`src/rtl/fx_ram_arb_pkg.sv`:
```
// Shared types and constants for the CPU/DMA RAM arbiter.
// Holds the FSM state encoding, the owner encoding and the default abort limit.
package fx_ram_arb_pkg;

    typedef enum logic [1:0] {
        IDLE = 2'd0,
        XFER = 2'd1,
        DONE = 2'd2
    } state_t;

    typedef enum logic {
        OWN_CPU = 1'b0,
        OWN_DMA = 1'b1
    } owner_t;

    localparam int DEFAULT_TIMEOUT = 255;
    localparam int AW = 21;
    localparam int DW = 32;
    localparam int BW = 4;

endpackage

```
`src/rtl/rr_arb2.sv`:
```
// Two-input round-robin grant: on a tie the requester not granted last wins.
// The last-grant register only moves when the caller takes the grant.
module rr_arb2
    import fx_ram_arb_pkg::*;
(
    input  logic   CLK,
    input  logic   RESn,
    input  logic   CE,
    input  logic   i_req_cpu,
    input  logic   i_req_dma,
    input  logic   i_take,
    output logic   o_valid,
    output owner_t o_owner
);

    owner_t r_last;

    always_comb begin
        o_valid = i_req_cpu | i_req_dma;
        o_owner = OWN_DMA;
        if (i_req_cpu && i_req_dma) begin
            o_owner = (r_last == OWN_DMA) ? OWN_CPU : OWN_DMA;
        end else if (i_req_cpu) begin
            o_owner = OWN_CPU;
        end
    end

    // Resetting to DMA makes the CPU win the first tie after reset.
    always_ff @(posedge CLK or negedge RESn) begin
        if (!RESn) begin
            r_last <= OWN_DMA;
        end else if (CE && i_take && o_valid) begin
            r_last <= o_owner;
        end
    end

endmodule

```
`src/rtl/fx_ram_arb.sv`:
```
// Shares one RAM port between a CPU bus and a DMA requester.
// IDLE arbitrates, XFER holds the RAM cycle until ready or timeout, DONE pulses completion.
module fx_ram_arb
    import fx_ram_arb_pkg::*;
#(
    parameter int TIMEOUT = DEFAULT_TIMEOUT
) (
    input  logic          CLK,
    input  logic          RESn,
    input  logic          CE,
    input  logic          CPU_BCYSTn,
    input  logic          CPU_CEn,
    input  logic [AW-1:0] CPU_A,
    input  logic [DW-1:0] CPU_DI,
    input  logic          CPU_WEn,
    input  logic [BW-1:0] CPU_BEn,
    output logic [DW-1:0] CPU_DO,
    output logic          CPU_READYn,
    input  logic          DMA_REQ,
    input  logic [AW-1:0] DMA_A,
    input  logic [DW-1:0] DMA_DI,
    input  logic          DMA_WE,
    input  logic [BW-1:0] DMA_BEn,
    output logic [DW-1:0] DMA_DO,
    output logic          DMA_ACK,
    output logic [AW-1:0] RAM_A,
    output logic [DW-1:0] RAM_DI,
    input  logic [DW-1:0] RAM_DO,
    output logic          RAM_CEn,
    output logic          RAM_WEn,
    output logic [BW-1:0] RAM_BEn,
    input  logic          RAM_READYn,
    output logic          ERR
);

    localparam int CW = $clog2(TIMEOUT + 1);

    state_t        r_state;
    owner_t        r_owner;
    logic          r_pend;
    logic [CW-1:0] r_tmo;
    logic          r_err;
    logic [DW-1:0] r_cpu_do;
    logic [DW-1:0] r_dma_do;
    logic          r_cpu_readyn;
    logic          r_dma_ack;
    logic [AW-1:0] r_ram_a;
    logic [DW-1:0] r_ram_di;
    logic          r_ram_cen;
    logic          r_ram_wen;
    logic [BW-1:0] r_ram_ben;

    logic          w_start;
    logic          w_req_cpu;
    logic          w_gnt_valid;
    owner_t        w_gnt_owner;
    logic [CW-1:0] w_tmo_next;
    logic          w_tmo_hit;

    assign w_start    = ~CPU_BCYSTn & ~CPU_CEn;
    assign w_req_cpu  = r_pend | w_start;
    assign w_tmo_next = r_tmo + 1'b1;
    assign w_tmo_hit  = (w_tmo_next == CW'(TIMEOUT));

    rr_arb2 u_arb (
        .CLK       (CLK),
        .RESn      (RESn),
        .CE        (CE),
        .i_req_cpu (w_req_cpu),
        .i_req_dma (DMA_REQ),
        .i_take    (r_state == IDLE),
        .o_valid   (w_gnt_valid),
        .o_owner   (w_gnt_owner)
    );

    always_ff @(posedge CLK or negedge RESn) begin
        if (!RESn) begin
            r_state      <= IDLE;
            r_owner      <= OWN_CPU;
            r_pend       <= 1'b0;
            r_tmo        <= '0;
            r_err        <= 1'b0;
            r_cpu_do     <= '0;
            r_dma_do     <= '0;
            r_cpu_readyn <= 1'b1;
            r_dma_ack    <= 1'b0;
            r_ram_a      <= '0;
            r_ram_di     <= '0;
            r_ram_cen    <= 1'b1;
            r_ram_wen    <= 1'b1;
            r_ram_ben    <= '1;
        end else if (CE) begin
            r_cpu_readyn <= 1'b1;
            r_dma_ack    <= 1'b0;
            // A start while already pending collapses into the same flag.
            if (w_start) begin
                r_pend <= 1'b1;
            end
            case (r_state)
                IDLE: begin
                    if (w_gnt_valid) begin
                        r_owner   <= w_gnt_owner;
                        r_state   <= XFER;
                        r_tmo     <= '0;
                        r_ram_cen <= 1'b0;
                        if (w_gnt_owner == OWN_CPU) begin
                            r_pend    <= 1'b0;
                            r_ram_a   <= CPU_A;
                            r_ram_di  <= CPU_DI;
                            r_ram_wen <= CPU_WEn;
                            r_ram_ben <= CPU_BEn;
                        end else begin
                            r_ram_a   <= DMA_A;
                            r_ram_di  <= DMA_DI;
                            r_ram_wen <= ~DMA_WE;
                            r_ram_ben <= DMA_BEn;
                        end
                    end
                end
                XFER: begin
                    r_tmo <= w_tmo_next;
                    if (!RAM_READYn || w_tmo_hit) begin
                        // Ready wins over a coincident timeout; an abort keeps old read data.
                        if (!RAM_READYn) begin
                            if (r_ram_wen) begin
                                if (r_owner == OWN_CPU) begin
                                    r_cpu_do <= RAM_DO;
                                end else begin
                                    r_dma_do <= RAM_DO;
                                end
                            end
                        end else begin
                            r_err <= 1'b1;
                        end
                        r_ram_cen <= 1'b1;
                        r_ram_wen <= 1'b1;
                        r_ram_ben <= '1;
                        r_state   <= DONE;
                        if (r_owner == OWN_CPU) begin
                            r_cpu_readyn <= 1'b0;
                        end else begin
                            r_dma_ack <= 1'b1;
                        end
                    end
                end
                DONE: begin
                    r_state <= IDLE;
                end
                default: begin
                    r_state <= IDLE;
                end
            endcase
        end
    end

    assign CPU_DO     = r_cpu_do;
    assign CPU_READYn = r_cpu_readyn;
    assign DMA_DO     = r_dma_do;
    assign DMA_ACK    = r_dma_ack;
    assign RAM_A      = r_ram_a;
    assign RAM_DI     = r_ram_di;
    assign RAM_CEn    = r_ram_cen;
    assign RAM_WEn    = r_ram_wen;
    assign RAM_BEn    = r_ram_ben;
    assign ERR        = r_err;

endmodule

```
`config.mk`:
```
export PLATFORM = sky130hd
export DESIGN_NAME = fx_ram_arb
export DESIGN_NICKNAME = d
export VERILOG_FILES = /design/src/rtl/fx_ram_arb_pkg.sv /design/src/rtl/rr_arb2.sv /design/src/rtl/fx_ram_arb.sv
export SDC_FILE = /design/constraint.sdc
export NUM_CORES = 1
export LEC_CHECK = 0
export ABC_CLOCK_PERIOD_IN_PS = 2500
export CORE_ASPECT_RATIO = 0.75
export CORE_UTILIZATION = 42
export CTS_CLUSTER_SIZE = 30
export DETAILED_ROUTE_END_ITERATION = 10
export PLACE_DENSITY = 0.81
export SKIP_CTS_REPAIR_TIMING = 1
export SYNTH_ARGS = -nofsm -noshare
export SYNTH_HDL_FRONTEND = slang
export SYNTH_SLANG_ARGS = --single-unit
```
`constraint.sdc`:
```
create_clock -name CLK -period 2.5 [get_ports CLK]
set_input_delay 0.5 -clock CLK [delete_from_list [all_inputs] [get_ports CLK]]
set_output_delay 0.5 -clock CLK [all_outputs]
set_load 0.05 [all_outputs]
```
==> impl_metrics.py, run 1 <==
metrics = {
    "floorplanning": {
        "io_pins": 281,
        "die_w_um": 141,
        "design.core.area_um2": 13900,
        "num_rows": 37,
        "dieHeight_um": 106,
        "dieArea_um2": 15000,
        "start_util": 0.438,
    },
    "worst_setup_path": {
        "path_delay_family": "buffers and inverters",
        "crit_fanout": 3,
        "crit_chain": "clkdlybuf4s50_1",
        "cp_data_arrival_time_ns": 1.79,
        "cp_slowest_cell": "clkdlybuf4s50_1",
        "slowest_delay_ns": 0.83,
        "crit_required_ns": 2.00,
        "worst-setup-path-type": "reg -> out",
        "cp-start-kind": "register",
        "crit_path_end_kind": "output port",
        "path_buf_inv": 1,
    },
    "power": {
        "seqPwrFrac": 0.272,
        "powerDensity_nw_per_um2": 1490,
        "switching_share": 0.467,
        "power_switching_mw": 6.83,
        "comb_power_share": 0.558,
        "p_int_mw": 7.81,
        "p_leak_nw": 4.40,
        "power.total_mw": 14.6,
        "pwr-share-clk": 0.170,
        "ir_worst_vdd_v": 0.000704,
    },
    "cts": {
        "cts_buffers": 17,
        "cts_sinks": 139,
        "cts.path.max_buffers": 2,
        "htreeDepth": 4,
        "cts_tree": "yes",
        "root_buffer": "clkbuf_16",
        "clock_latency_ns": 0.41,
        "clkTransAtPathRegs_ns": 0.06,
    },
    "cells_and_area": {
        "antennaDiodeCount": 0,
        "seqCellArea_um2": 3490,
        "final_cell_mix": "279 x clkdlybuf4s50_1, 131 x dfrtp_1, 65 x o21ai_0, 59 x nand2_1, 53 x mux2i_1",
        "nNetsFinal": 937,
        "final_common_cell": "clkdlybuf4s50_1",
        "layout-drive-gt1-share": 0.173,
        "fillers": 982,
        "area_growth_pct": 60.9,
        "multi_input_area_um2": 2420,
    },
    "sta": {
        "period_minus_slack_ns": 2.29,
        "grt_setup_unrepaired": "false",
        "setup_tns_ns": 0,
        "worstMarginPinSlew_ns": 0.587,
        "slew_violations": 0,
        "hold_violations": 0,
        "period_share": 0.915,
        "slew_headroom": 0.608,
        "setup_violations": 0,
        "fin_skew_ns": 0.00729,
        "fmax_mhz": 437,
    },
    "global_routing": {
        "grt_use_total": 0.231,
        "antenna_found_initial": 0,
        "grt_pass1_vias": 5055,
        "grt_pass1_wl_mm": 26.5,
        "grt_max_degree": 67,
        "overflow": 0,
    },
    "flow_run": {
        "cap_violations": 0,
    },
    "placement": {
        "gp_congestion": 0.847,
        "dp_hpwl_mm": 13.1,
        "port_buffers": 280,
    },
    "routing": {
        "dr.pass1.iters": 4,
        "first_iter_violations": 261,
        "viasPerCell": 4.88,
        "num_vias": 4820,
        "drt-wirelength-per-cell_um": 17.4,
        "ant_nets": 0,
        "drt_wl_total_mm": 17.2,
        "drc": 0,
    },
    "logic_synthesis": {
        "yosys.area.top_type": "dfrtp_1",
        "seq_area_frac_synth": 0.571,
        "synth.distinct_cells": 47,
        "yosys_warnings": 0,
        "async_flop_share": 1.00,
        "netlist_instances": 489,
        "synthesis.nets": 646,
        "synth_edf_count": 0,
        "synth_top_area_frac": 0.537,
        "synth_ff_type": "dfrtp_1",
        "synth_area_um2": 6100,
        "syn_avg_cell_area_um2": 12.5,
        "yosys-top-cells-area": "dfrtp_1 54%, mux2i_1 8.7%, mux2_4 7.4%",
        "ys_ff_latch": 139,
    },
    "min_path": {
        "hp-class": "in -> async",
    },
    "run_status": {
        "status": "finished, final reports clean",
    },
}
==> power by group through the flow <==
stage / registers (mW) / clock network, mW / logic (mW)
2_1_floorplan: 7.31 / 0 / 1.90
3_3_place_gp: 3.92 / 0 / 8.05
3_5_place_dp: 4.00 / 0 / 8.20
4_1_cts: 3.98 / 2.53 / 8.23
5_1_grt: 4.10 / 2.63 / 8.52
6_report: 3.98 / 2.48 / 8.17
==> synthesized netlist by cell type, types with 2 or more instances <==
cell	count
a211oi_1	5
o21ai_0	65
dfrtp_1	131
mux2_2	33
nor2_1	10
inv_1	11
clkbuf_1	8
buf_6	5
and4_1	2
xor2_1	2
buf_4	2
a21boi_0	4
a21oi_1	7
buf_2	14
nand3_1	4
ha_1	2
a311oi_1	5
nand2b_1	3
mux2_4	30
clkbuf_2	2
dfstp_2	8
mux2i_1	53
nand2_1	59
==> registers in the layout, indices dropped and copies added (netlist names) <==
| name | count |
|---|---|
| CPU_DO | 32 |
| CPU_READYn | 1 |
| DMA_ACK | 1 |
| DMA_DO | 32 |
| ERR | 1 |
| RAM_A | 21 |
| RAM_BEn | 4 |
| RAM_CEn | 1 |
| RAM_DI | 32 |
| RAM_WEn | 1 |
| r_owner | 1 |
| r_pend | 1 |
| r_state | 2 |
| r_tmo | 8 |
| u_arb.r_last | 1 |
==> kinds of logic after synthesis <==
logic type / after synthesis / share of synthesized area
DFF: 139 / 0.571
muxes: 117 / 0.223
AOI/OAI and AO/OA: 99 / 0.0953
and+or+nand+nor: 87 / 0.0650
buffers and inverters: 42 / 0.0365
xor gates and xnor gates: 3 / 0.00430
adders and majority gates: 2 / 0.00410
==> layer usage <==
| layer | vias up | share of wire | wire, um | track usage |
|---|---|---|---|---|
| met1 | 2321 | 0.41 | 7020 | 0.267 |
| met2 | 182 | 0.52 | 8920 | 0.419 |
| met3 | 12 | 0.065 | 1130 | 0.0676 |
| li1 | 2305 | - | - | - |
| met4 | 0 | 0.0083 | 142 | 0.0559 |
| met5 | - | 0 | 0 | 0 |
==> path summary, 6_finish.rpt <==
path / start / endpoint / slack [ns] / cells past startpoint
setup / recovery: RAM_BEn[1] / RAM_BEn[1] / 0.21 / 1
hold / removal: RESn / CPU_DO[3] / 0.03 / 1
setup reg to reg: r_state[0] / DMA_DO[24] / 0.51 / 4
hold reg to reg: u_arb.r_last / u_arb.r_last / 0.48 / 2
max in group asynchronous: RESn / CPU_DO[8] / 1.75 / 2
min in group CLK: u_arb.r_last / u_arb.r_last / 0.48 / 2
==> cell type report <==
type | count | area share
inverter | 11 | 0.00420
clock inverter | 14 | 0.0155
multi-input combinational | 308 | 0.246
sequential | 139 | 0.355
timing repair buffer | 303 | 0.309
tap | 195 | 0.0248
clock buffer | 18 | 0.0447
==> per-stage QoR <==
step                cell area, um^2   util  hold slack [ns]  cells  worst slack [ns]
floorplan                      6100      -            0.204    489             0.528
global placement               9230  0.662            0.448    956            0.0884
detailed placement             9230  0.662            0.449    956            0.0742
CTS                            9820  0.705           0.0437    988             0.188
global route                   9820  0.705           0.0534    988             0.159
finish                         9820  0.705           0.0337    988             0.212
Power figures use the tool's default switching activity.
==> inputs of run 2 (changes only) <==
- SLEW_MARGIN: default -> 20
==> results of run 2 <==
Same layout as run 1: the final DEF is identical, and so are final timing and power.
